[config.mk]
export PLATFORM = sky130hd
export DESIGN_NAME = lsu_ram_ctrl_flat
export DESIGN_NICKNAME = d
export VERILOG_FILES = /design/src/rtl/lsu_ram_ctrl_if.sv /design/src/rtl/lsu_ram_ctrl.sv /design/src/flat_wrapper.sv
export SDC_FILE = /design/constraint.sdc
export NUM_CORES = 1
export LEC_CHECK = 0
export ABC_AREA = 1
export BUFFER_PORTS_ARGS = -buffer_cell sky130_fd_sc_hd__buf_2
export CAP_MARGIN = 25
export CORE_AREA = 2 2 175 177
export DETAILED_ROUTE_END_ITERATION = 10
export DIE_AREA = 0 0 177 179
export GPL_TIMING_DRIVEN = 0
export PLACE_DENSITY = 0.67
export SKIP_CTS_REPAIR_TIMING = 1
export SYNTH_ARGS = -nofsm -noshare
export SYNTH_HDL_FRONTEND = slang
export SYNTH_SLANG_ARGS = --single-unit
[constraint.sdc]
create_clock -name clk_i -period 7.78 [get_ports clk_i]
set_input_delay 0.778 -clock clk_i [delete_from_list [all_inputs] [get_ports clk_i]]
set_output_delay 0.778 -clock clk_i [all_outputs]
set_load 0.03 [all_outputs]
[src/rtl/lsu_ram_ctrl_if.sv]
// rtl/lsu_ram_ctrl_if.sv - request, response and data-RAM port bundle for lsu_ram_ctrl
interface lsu_ram_ctrl_if;
    logic        req_valid_i;
    logic        req_ready_o;
    logic        req_we_i;
    logic [1:0]  req_size_i;
    logic        req_unsigned_i;
    logic [31:0] req_addr_i;
    logic [31:0] req_wdata_i;

    logic        resp_valid_o;
    logic        resp_ready_i;
    logic [31:0] resp_rdata_o;
    logic        resp_err_o;

    logic        ram_wr_en_o;
    logic [19:0] ram_wr_addr_o;
    logic [31:0] ram_wr_data_o;
    logic        ram_rd_en_o;
    logic [19:0] ram_rd_addr_o;
    logic [31:0] ram_rd_data_i;

    modport slave (
        input  req_valid_i, req_we_i, req_size_i, req_unsigned_i, req_addr_i, req_wdata_i,
        input  resp_ready_i, ram_rd_data_i,
        output req_ready_o, resp_valid_o, resp_rdata_o, resp_err_o,
        output ram_wr_en_o, ram_wr_addr_o, ram_wr_data_o, ram_rd_en_o, ram_rd_addr_o
    );

    modport master (
        output req_valid_i, req_we_i, req_size_i, req_unsigned_i, req_addr_i, req_wdata_i,
        output resp_ready_i, ram_rd_data_i,
        input  req_ready_o, resp_valid_o, resp_rdata_o, resp_err_o,
        input  ram_wr_en_o, ram_wr_addr_o, ram_wr_data_o, ram_rd_en_o, ram_rd_addr_o
    );
endinterface

[src/rtl/lsu_ram_ctrl.sv]
// rtl/lsu_ram_ctrl.sv - byte/half/word load-store controller in front of a word-wide data RAM
// Sub-word stores are read-modify-write; word-crossing accesses take a second (HI) RAM cycle.
module lsu_ram_ctrl #(
    parameter logic [31:0] RAM_BASE  = 32'h0000_0000,
    parameter int          RAM_WORDS = 1024
) (
    input  logic          clk_i,
    input  logic          rst_i,
    lsu_ram_ctrl_if.slave bus
);
    typedef enum logic [1:0] {IDLE, LO, HI, RESP} state_t;

    localparam logic [31:0] RAM_WORDS_W = 32'(RAM_WORDS);

    state_t      state_q, state_d;
    logic        we_q, uns_q, cross_q, err_q;
    logic [1:0]  size_q, boff_q;
    logic [2:0]  nb_q;
    logic [19:0] wlo_q;
    logic [31:0] wdata_q, data_q, data_nxt;

    // Request decode, evaluated on the incoming request while IDLE
    logic [31:0] off, wfull, whi_full;
    logic [2:0]  nb_in, span;
    logic        cross_in, err_in;

    always_comb begin
        off      = bus.req_addr_i - RAM_BASE;
        wfull    = {2'b00, off[31:2]};
        whi_full = wfull + 32'd1;
        case (bus.req_size_i)
            2'd0:    nb_in = 3'd1;
            2'd1:    nb_in = 3'd2;
            default: nb_in = 3'd4;
        endcase
        span     = {1'b0, off[1:0]} + nb_in;
        cross_in = (span > 3'd4);
        err_in   = (bus.req_size_i == 2'd3) || (bus.req_addr_i < RAM_BASE) ||
                   (wfull >= RAM_WORDS_W) || (cross_in && (whi_full >= RAM_WORDS_W));
    end

    always_ff @(posedge clk_i) begin
        if (rst_i) begin
            state_q <= IDLE;
            we_q    <= 1'b0;
            uns_q   <= 1'b0;
            cross_q <= 1'b0;
            err_q   <= 1'b0;
            size_q  <= 2'd0;
            boff_q  <= 2'd0;
            nb_q    <= 3'd0;
            wlo_q   <= 20'd0;
            wdata_q <= 32'd0;
            data_q  <= 32'd0;
        end else begin
            state_q <= state_d;
            if (state_q == IDLE && bus.req_valid_i) begin
                we_q    <= bus.req_we_i;
                uns_q   <= bus.req_unsigned_i;
                cross_q <= cross_in;
                err_q   <= err_in;
                size_q  <= bus.req_size_i;
                boff_q  <= off[1:0];
                nb_q    <= nb_in;
                wlo_q   <= off[21:2];
                wdata_q <= bus.req_wdata_i;
                data_q  <= 32'd0;
            end else if (state_q == LO || state_q == HI) begin
                data_q  <= data_nxt;
            end
        end
    end

    int          bo, nb;
    logic [31:0] wr_word, ext_data;

    always_comb begin
        state_d  = state_q;
        data_nxt = data_q;
        wr_word  = bus.ram_rd_data_i;
        bo       = int'(boff_q);
        nb       = int'(nb_q);

        bus.req_ready_o   = 1'b0;
        bus.resp_valid_o  = 1'b0;
        bus.resp_rdata_o  = 32'd0;
        bus.resp_err_o    = 1'b0;
        bus.ram_wr_en_o   = 1'b0;
        bus.ram_wr_addr_o = 20'd0;
        bus.ram_wr_data_o = 32'd0;
        bus.ram_rd_en_o   = 1'b0;
        bus.ram_rd_addr_o = 20'd0;

        case (size_q)
            2'd0:    ext_data = uns_q ? {24'd0, data_q[7:0]}  : {{24{data_q[7]}}, data_q[7:0]};
            2'd1:    ext_data = uns_q ? {16'd0, data_q[15:0]} : {{16{data_q[15]}}, data_q[15:0]};
            default: ext_data = data_q;
        endcase

        case (state_q)
            IDLE: begin
                bus.req_ready_o = 1'b1;
                if (bus.req_valid_i) state_d = err_in ? RESP : LO;
            end
            LO: begin
                // Word bytes boff.. map onto request bytes 0..
                for (int k = 0; k < 4; k++) begin
                    if (k >= bo) begin
                        data_nxt[8*(k-bo) +: 8] = bus.ram_rd_data_i[8*k +: 8];
                        if (k - bo < nb) wr_word[8*k +: 8] = wdata_q[8*(k-bo) +: 8];
                    end
                end
                bus.ram_rd_en_o   = 1'b1;
                bus.ram_rd_addr_o = wlo_q;
                bus.ram_wr_en_o   = we_q;
                bus.ram_wr_addr_o = we_q ? wlo_q : 20'd0;
                bus.ram_wr_data_o = we_q ? wr_word : 32'd0;
                state_d = cross_q ? HI : RESP;
            end
            HI: begin
                // Remaining request bytes (4-boff).. land in word bytes 0..
                for (int k = 0; k < 4; k++) begin
                    if (k < bo + nb - 4) begin
                        data_nxt[8*(4-bo+k) +: 8] = bus.ram_rd_data_i[8*k +: 8];
                        wr_word[8*k +: 8]         = wdata_q[8*(4-bo+k) +: 8];
                    end
                end
                bus.ram_rd_en_o   = 1'b1;
                bus.ram_rd_addr_o = wlo_q + 20'd1;
                bus.ram_wr_en_o   = we_q;
                bus.ram_wr_addr_o = we_q ? wlo_q + 20'd1 : 20'd0;
                bus.ram_wr_data_o = we_q ? wr_word : 32'd0;
                state_d = RESP;
            end
            RESP: begin
                bus.resp_valid_o = 1'b1;
                bus.resp_err_o   = err_q;
                bus.resp_rdata_o = (err_q || we_q) ? 32'd0 : ext_data;
                if (bus.resp_ready_i) state_d = IDLE;
            end
            default: state_d = IDLE;
        endcase

        // A reset edge must not also commit a pending RAM write
        if (rst_i) begin
            bus.ram_wr_en_o   = 1'b0;
            bus.ram_wr_addr_o = 20'd0;
            bus.ram_wr_data_o = 32'd0;
            bus.ram_rd_en_o   = 1'b0;
            bus.ram_rd_addr_o = 20'd0;
        end
    end
endmodule

[src/flat_wrapper.sv]
// flat-port wrapper written by rule: the top's interface ports become plain ports
module lsu_ram_ctrl_flat 
#(
    parameter logic [31:0] RAM_BASE  = 32'h0000_0000,
    parameter int          RAM_WORDS = 1024
)
  (clk_i, rst_i, bus_req_valid_i, bus_req_we_i, bus_req_size_i, bus_req_unsigned_i, bus_req_addr_i, bus_req_wdata_i, bus_resp_ready_i, bus_ram_rd_data_i, bus_req_ready_o, bus_resp_valid_o, bus_resp_rdata_o, bus_resp_err_o, bus_ram_wr_en_o, bus_ram_wr_addr_o, bus_ram_wr_data_o, bus_ram_rd_en_o, bus_ram_rd_addr_o);
  lsu_ram_ctrl_if bus_i ();
  input  logic clk_i;
  input  logic rst_i;
  input wire logic [$bits(bus_i.req_valid_i)-1:0] bus_req_valid_i;
  input wire logic [$bits(bus_i.req_we_i)-1:0] bus_req_we_i;
  input wire logic [$bits(bus_i.req_size_i)-1:0] bus_req_size_i;
  input wire logic [$bits(bus_i.req_unsigned_i)-1:0] bus_req_unsigned_i;
  input wire logic [$bits(bus_i.req_addr_i)-1:0] bus_req_addr_i;
  input wire logic [$bits(bus_i.req_wdata_i)-1:0] bus_req_wdata_i;
  input wire logic [$bits(bus_i.resp_ready_i)-1:0] bus_resp_ready_i;
  input wire logic [$bits(bus_i.ram_rd_data_i)-1:0] bus_ram_rd_data_i;
  output wire logic [$bits(bus_i.req_ready_o)-1:0] bus_req_ready_o;
  output wire logic [$bits(bus_i.resp_valid_o)-1:0] bus_resp_valid_o;
  output wire logic [$bits(bus_i.resp_rdata_o)-1:0] bus_resp_rdata_o;
  output wire logic [$bits(bus_i.resp_err_o)-1:0] bus_resp_err_o;
  output wire logic [$bits(bus_i.ram_wr_en_o)-1:0] bus_ram_wr_en_o;
  output wire logic [$bits(bus_i.ram_wr_addr_o)-1:0] bus_ram_wr_addr_o;
  output wire logic [$bits(bus_i.ram_wr_data_o)-1:0] bus_ram_wr_data_o;
  output wire logic [$bits(bus_i.ram_rd_en_o)-1:0] bus_ram_rd_en_o;
  output wire logic [$bits(bus_i.ram_rd_addr_o)-1:0] bus_ram_rd_addr_o;
  assign bus_i.req_valid_i = bus_req_valid_i;
  assign bus_i.req_we_i = bus_req_we_i;
  assign bus_i.req_size_i = bus_req_size_i;
  assign bus_i.req_unsigned_i = bus_req_unsigned_i;
  assign bus_i.req_addr_i = bus_req_addr_i;
  assign bus_i.req_wdata_i = bus_req_wdata_i;
  assign bus_i.resp_ready_i = bus_resp_ready_i;
  assign bus_i.ram_rd_data_i = bus_ram_rd_data_i;
  assign bus_req_ready_o = bus_i.req_ready_o;
  assign bus_resp_valid_o = bus_i.resp_valid_o;
  assign bus_resp_rdata_o = bus_i.resp_rdata_o;
  assign bus_resp_err_o = bus_i.resp_err_o;
  assign bus_ram_wr_en_o = bus_i.ram_wr_en_o;
  assign bus_ram_wr_addr_o = bus_i.ram_wr_addr_o;
  assign bus_ram_wr_data_o = bus_i.ram_wr_data_o;
  assign bus_ram_rd_en_o = bus_i.ram_rd_en_o;
  assign bus_ram_rd_addr_o = bus_i.ram_rd_addr_o;
  lsu_ram_ctrl #(.RAM_BASE(RAM_BASE), .RAM_WORDS(RAM_WORDS)) u_core (.clk_i(clk_i), .rst_i(rst_i), .bus(bus_i));
endmodule
==> results by group, run 1 <==
Run status
  • Status: complete, no violations

Power
  • Worst vdd ir: 0.260 mV
  • Power Density: 300 nW/um2
  • Pleak: 5.67 nW
  • Tot Pwr: 3.82 mW

Final layout
  • Fillers: 3,450
  • Antenna Diode Count: 0
  • Final Core Density: 0.425
  • Post-route insts no fill: 2,589
  • Share of cells above drive strength 1: 0.129
  • Area grow syn2layout: 17.4%
  • Fin area: 12,800 um2
  • Layout Nets: 2,321

Clocking
  • H-tree lvl count: 3
  • Root Driver: clkbuf_16
  • CTS buffer count: 9
  • Worst-Skew Late Latency: 410 ps
  • CTS sink count: 97
  • TritonCTS clock tree: built
  • Clk slew on worst S/H paths: 90 ps
  • Maximum clock path buffer count: 2

Die
  • I/O pins: 213
  • Placement Rows: 64
  • Die H: 179 um
  • Starting Density: 0.362
  • Core Region: 30,000 um2
  • Die area: 31,700 um2
  • Die width: 177 um

Critical path
  • Startpoint types: flop
  • Crit path launch: u_core.boff_q[1]$_SDFFE_PP0P_
  • Cells along the critical path: inv_2 -> buf_1 -> ha_1 -> buf_2 -> buf_1 -> clkbuf_1 -> o31a_1 -> a32o_1 -> nand2_1 -> a21oi_1 -> buf_2
  • Worst R2R Start: u_core.boff_q[1]$_SDFFE_PP0P_
  • CP top delay family: buffers and inverters
  • CP max stage delay: 690 ps
  • Worst path slowest cell: buf_1
  • Worst setup endpoint: bus_ram_wr_data_o[0]
  • CP endpoint kind: output pin
  • Worst path arrival time: 4770 ps
  • Crit path depth: 11
  • Reg-to-reg endpoint: u_core.data_q[2]$_SDFFE_PP0N_
  • Crit Path Class: reg -> out
  • Critical path data required time: 7000 ps
  • WP buf/inv: 6
  • Worst reg2reg setup slack: 2660 ps
  • Worst Reg-to-Reg Cells: 15
  • Crit-path max FO: 14

Route
  • DRT Pass-1 Iters: 5
  • Final wirelength: 64,200 um
  • # DRC: 0
  • Routed len/inst: 24.8 um
  • Drt first-iter violations: 1,801
  • Via count: 15,300
  • Vias per cell: 5.90
  • Antenna viol nets, final: 0

Logic synthesis
  • Syn nets: 2,098
  • Cell area after synthesis: 10,900 um2
  • Main synth FF type: dfxtp_1
  • YS warnings: 0
  • Commonest cells in the netlist: nand2_1 (519), inv_1 (254), o21ai_0 (206), nor2_1 (200), a21oi_1 (175)
  • EDFF count, synth: 0
  • Ys async rst share: 0
  • Yosys top cell area share: 0.179
  • Part of the Yosys area used for sequential elements: 0.179
  • Distinct cell type count after synthesis: 53
  • Cells after Synth: 1,965
  • Count leader, synth: nand2_1
  • Synth area leader: nand2_1
  • Synth area leaders: nand2_1 (18%), dfxtp_1 (18%), o21ai_0 (9.5%), inv_1 (8.8%), a21oi_1 (8.1%)
  • Yosys reg bits: 97
  • Syn Area/Cell: 5.53 um2

Timing
  • Worst hold slack: 470 ps
  • Setup TNS Final: 0 ps
  • Fmax: 180 MHz
  • Skew final: 12.1 ps
  • Slew headroom: 0.298
  • Final min period: 5550 ps
  • Tcrit/Tclk final: 0.713
  • Final Hold Vio Count: 0
  • RSZ-0062 raised after global routing: no
  • Setup slack after layout: 2230 ps
  • Worst Tran Pin Value: 1040 ps
  • Final setup violating endpoints: 0
  • Final Max Slew Viols: 0

Flow run
  • Max_cap viols: 0

Placed design
  • Inst Count DP: 2,573
  • Dpl cell area: 12,400 um2
  • PortBufs: 211
  • Placement Setup Slack: 2880 ps
  • Dpl hpwl: 51,200 um
  • GP Congestion: 1.05

GRT
  • Vias in the first global route: 13,900
  • Total track usage: 0.398
  • First-pass GRT wire length: 90,600 um
  • Antenna violations before repair: 1
  • Largest net degree at the start of global routing: 20
  • GRT overflow: 0

Min path
  • Min-delay worst type: reg -> reg
  • Hold Path Origin: u_core.data_q[5]$_SDFFE_PP0N_
## worst reg2reg max path: cells and delay by family (launching register included)
family,cells,cell delay (ps)
compound gates,3,380
fa+ha+maj,3,1080
buf+inv,5,1810
flops,1,530
simple gates,4,1190
## registers in the layout, summed over array words and instances (netlist names)
register / count
u_core.data_q: 32
u_core.wdata_q: 32
u_core.wlo_q: 20
u_core.nb_q: 3
u_core.boff_q: 2
u_core.size_q: 2
u_core.state_q: 2
u_core.cross_q: 1
u_core.err_q: 1
u_core.uns_q: 1
u_core.we_q: 1
## worst min path at each step
stage                                          to  slack, ps  cells past startpoint
CTS                   u_core.cross_q$_SDFFE_PP0P_        470                      2
global route        u_core.data_q[5]$_SDFFE_PP0N_        500                      2
finish              u_core.data_q[5]$_SDFFE_PP0N_        470                      2
floorplan             u_core.cross_q$_SDFFE_PP0P_        430                      2
detailed placement    u_core.cross_q$_SDFFE_PP0P_        450                      2
global placement      u_core.cross_q$_SDFFE_PP0P_        450                      2
## final cells by class
type / count / area [um2] / share of cell area
multi-input combinational: 1504 / 7500 / 0.588
clock buffer: 9 / 225 / 0.0177
inverter: 268 / 1010 / 0.0791
sequential: 97 / 1940 / 0.152
tap: 396 / 495 / 0.0389
buffer: 96 / 414 / 0.0325
timing repair buffer: 212 / 1070 / 0.0840
clock inverter: 7 / 96.3 / 0.00756
## layout by cell type, fill, tap and decap left out, drive strengths merged, types with 11 or more instances in the layout
cell	instances
o211ai	36
o21ai	218
o22ai	112
ha	26
nand2	528
clkbuf	74
inv	264
nor2	207
nor3	41
nand4	15
buf	243
o31ai	14
nand3	57
a21oi	177
xor2	11
nor4	11
dfxtp	97
## metal layers
metal / track usage / vias up / wire [um]
met5: 0 / - / 12
met2: 0.629 / 918 / 28100
met3: 0.0876 / 178 / 6260
met4: 0.212 / 2 / 3680
li1: - / 7012 / -
met1: 0.504 / 7167 / 26100
## report_power, final
group          switching, mW  internal (mW)
logic                   1.86          0.644
registers              0.155          0.632
clock network          0.270          0.260
## cell families (layout without fill, tap and decap cells)
kind of cell	count (synthesis)	count (layout)	synth area share
AOI/OAI and AO/OA	593	593	0.309
xor gates and xnor gates	12	12	0.00968
adders and majority gates	29	29	0.0355
buffers and inverters	364	592	0.131
DFF	97	97	0.179
and+or+nand+nor	870	870	0.336
No activity file was read; power rests on OpenSTA's default activity.
==> inputs of run 2 (changes only) <==
Settings changed: ABC_AREA 1 to 0, CORE_AREA 2 2 175 177 to 2 2 171 173, DIE_AREA 0 0 177 179 to 0 0 173 175.
Clock period 7.78 ns to 5.2 ns, I/O delays scaled along.
==> results by group, run 2 <==
Die
  • Starting Density: 0.365 (+0.00331)
  • Placement Rows: 62 (-3.1%)
  • Core Region: 28,400 um2 (-5.5%)
  • Die width: 173 um (-2.3%)
  • Die area: 30,300 um2 (-4.4%)
  • Die H: 175 um (-2.2%)
  • I/O pins: 213 (unchanged)

Logic synthesis
  • YS warnings: 0 (unchanged)
  • Main synth FF type: dfxtp_1
  • Mux contribution to synthesized area: 0.112 (+0.112)
  • Largest family of logic cells by synthesized area: compound AO/OA/AOI/OAI gates
  • Synth area leader: dfxtp_1
  • Distinct cell type count after synthesis: 79 (+49%)
  • Part of the Yosys area used for sequential elements: 0.187 (+0.00859)
  • EDFF count, synth: 0 (unchanged)
  • Commonest cells in the netlist: nand2_1 (277), a21oi_1 (237), o21ai_0 (112), dfxtp_1 (97), clkbuf_1 (96)
  • Synth Area in Compound Gates: 0.326 (+0.0170)
  • Count leader, synth: nand2_1
  • Synth area leaders: dfxtp_1 (19%), a21oi_1 (11%), nand2_1 (10%), o21ai_0 (5.4%), mux4_2 (5.2%)
  • Yosys top cell area share: 0.187 (+0.00801)
  • XOR/XNOR share of the synthesized area: 0.00495 (-0.00473)
  • Adder-cell share of the synthesized area: 0.0372 (+0.00170)
  • Ys async rst share: 0 (unchanged)
  • Cell area after synthesis: 10,400 um2 (-4.6%)
  • Syn Area/Cell: 6.85 um2 (+24%)
  • Syn nets: 1,647 (-21%)
  • Simple-gate area share of the yosys netlist: 0.262 (-0.0733)
  • Cells after Synth: 1,514 (-23%)
  • Yosys reg bits: 97 (unchanged)

Final layout
  • Most common cell after layout, fill and taps aside: nand2_1
  • Area of the multi-input gates: 7710 um2 (+2.9%)
  • Fillers: 3,077 (-11%)
  • Post-route insts no fill: 2,107 (-19%)
  • Regs by FF count: u_core.data_q (32), u_core.wdata_q (32), u_core.wlo_q (20)
  • Most frequent cells in the layout: nand2_1 (277), a21oi_1 (237), buf_2 (203)
  • Layout Nets: 1,850 (-20%)
  • Area grow syn2layout: 17.3% (about the same)
  • Share of cells above drive strength 1: 0.171 (+0.0423)
  • Seq. cell area: 1940 um2 (about the same)

Critical path
  • CP endpoint kind: output pin
  • Worst path arrival time: 4570 ps (-200 ps)
  • Crit-path max FO: 10 (-4)
  • Startpoint types: flop
  • Critical path data required time: 4680 ps (-2320 ps)
  • Crit Path Class: reg -> out

Route
  • Routed len/inst: 24.3 um (-1.9%)
  • # DRC: 0 (unchanged)
  • Antenna viol nets, final: 0 (unchanged)
  • DRT Pass-1 Iters: 8 (+3)
  • Via count: 13,200 (-14%)
  • Final wirelength: 51,200 um (-20%)
  • Vias per cell: 6.24 (+5.8%)
  • Drt first-iter violations: 1,874 (+4.1%)

Timing
  • Final setup violating endpoints: 0 (unchanged)
  • Skew final: 23.2 ps (+11.2 ps)
  • Worst hold slack: 365 ps (-106 ps)
  • Worst Tran Pin Value: 1130 ps (+96.7 ps)
  • Final Hold Vio Count: 0 (unchanged)
  • Final Max Slew Viols: 0 (unchanged)
  • Tcrit/Tclk final: 0.979
  • RSZ-0062 raised after global routing: no
  • Fmax: 196 MHz
  • Slew headroom: 0.239 (-0.0593)
  • Final min period: 5090 ps

GRT
  • First-pass GRT wire length: 75,600 um (-17%)
  • Total track usage: 0.325 (-0.0733)
  • GRT overflow: 0 (unchanged)
  • Antenna violations before repair: 2 (+1)
  • Largest net degree at the start of global routing: 20 (unchanged)
  • Vias in the first global route: 12,300 (-12%)

Placed design
  • GP Congestion: 1.06 (+1.1%)
  • Inst Count DP: 2,087 (-19%)
  • Dpl hpwl: 39,800 um (-22%)
  • PortBufs: 188 (-11%)

Clocking
  • Root Driver: clkbuf_16
  • Worst-Skew Late Latency: 390 ps (-20 ps)
  • Clk slew on worst S/H paths: 110 ps (+20 ps)
  • TritonCTS clock tree: built
  • H-tree lvl count: 3 (unchanged)
  • Maximum clock path buffer count: 2 (unchanged)
  • CTS buffer count: 9 (unchanged)
  • CTS sink count: 97 (unchanged)

Flow run
  • Max_cap viols: 0 (unchanged)

Run status
  • Status: complete, no violations

Min path
  • Min-delay worst type: in -> reg

Power
  • Power Density: 417 nW/um2 (+39%)
  • Worst vdd ir: 0.204 mV (-21%)
  • Pleak: 4.58 nW (-19%)
==> run 2: cell types whose count changed after synthesis, sizes merged, moves of 31 or more <==
cell,before,now
mux2i,0,48
a21oi,177,237
nand2,528,277
and2,1,45
inv,261,44
a211oi,3,34
clkbuf,65,97
o22ai,112,4
nand3,57,22
o21ai,218,122
nor2,207,96
==> run 2: logic make-up after synthesis <==
family,count (synthesis)
AO/OA/AOI/OAI,545
XOR/XNOR,5
adder cells (fa/ha/maj),29
buffers and inverters,180
flip-flops,97
multiplexers,84
AND/OR/NAND/NOR,574
==> run 2: layout make-up <==
class,instances,share of cell area
clock inverter,7,0.00772
clock buffer,9,0.0185
inverter,45,0.0139
timing repair buffer,192,0.0795
multi-input combinational,1237,0.634
antenna,1,0.000206
buffer,135,0.0464
sequential,97,0.160
tap,384,0.0395
==> run 2: report_power, final <==
group	switching [mW]	total, mW	leakage [nW]	internal (mW)
registers	0.292	1.23	0.793	0.936
logic	2.06	3.07	3.63	1.01
clock network	0.386	0.775	0.153	0.389
==> run 2: critical path, cell delays in order (launching register included) <==
cell and delay [ps]:
dfxtp_1 620, clkbuf_2 350, clkbuf_2 300, inv_1 170, ha_1 320, a21o_1 270
a2bb2oi_2 580, clkbuf_1 640, o32a_1 460, nand2b_1 200, a21oi_1 70, buf_2 210
==> run 2: path summary, 6_finish.rpt <==
path / slack, ps / startpoint / depth (start not counted) / end
setup reg to reg: 190 / u_core.boff_q[0]$_SDFFE_PP0P_ / 16 / u_core.data_q[25]$_SDFFE_PP0N_
hold / removal: 360 / bus_req_wdata_i[5] / 3 / u_core.wdata_q[5]$_SDFFE_PP0P_
hold reg to reg: 500 / u_core.data_q[16]$_SDFFE_PP0N_ / 2 / u_core.data_q[16]$_SDFFE_PP0N_
setup / recovery: 110 / u_core.boff_q[1]$_SDFFE_PP0P_ / 11 / bus_ram_wr_data_o[3]
==> run 2: metal layers <==
layer  up-vias  routed length [um]  global-route usage
li1       5927                   -                   -
met1      6107               20200               0.410
met2       909               22500               0.518
met3       210                5590              0.0725
met4         2                3010               0.168
met5         -                  13                   0
==> run 2: through the flow <==
| step | instance area [um2] | setup TNS, ps | power (mW) | utilization | setup slack, ps |
|---|---|---|---|---|---|
| floorplan | 10400 | 0 | 3.16 | - | 998 |
| global placement | 11800 | -3120 | 4.13 | 0.415 | -318 |
| detailed placement | 11800 | -2800 | 4.17 | 0.416 | -300 |
| CTS | 12100 | -6120 | 4.94 | 0.427 | -354 |
| global route | 12200 | 0 | 5.32 | 0.428 | 3.87 |
| finish | 12200 | 0 | 5.07 | 0.428 | 111 |
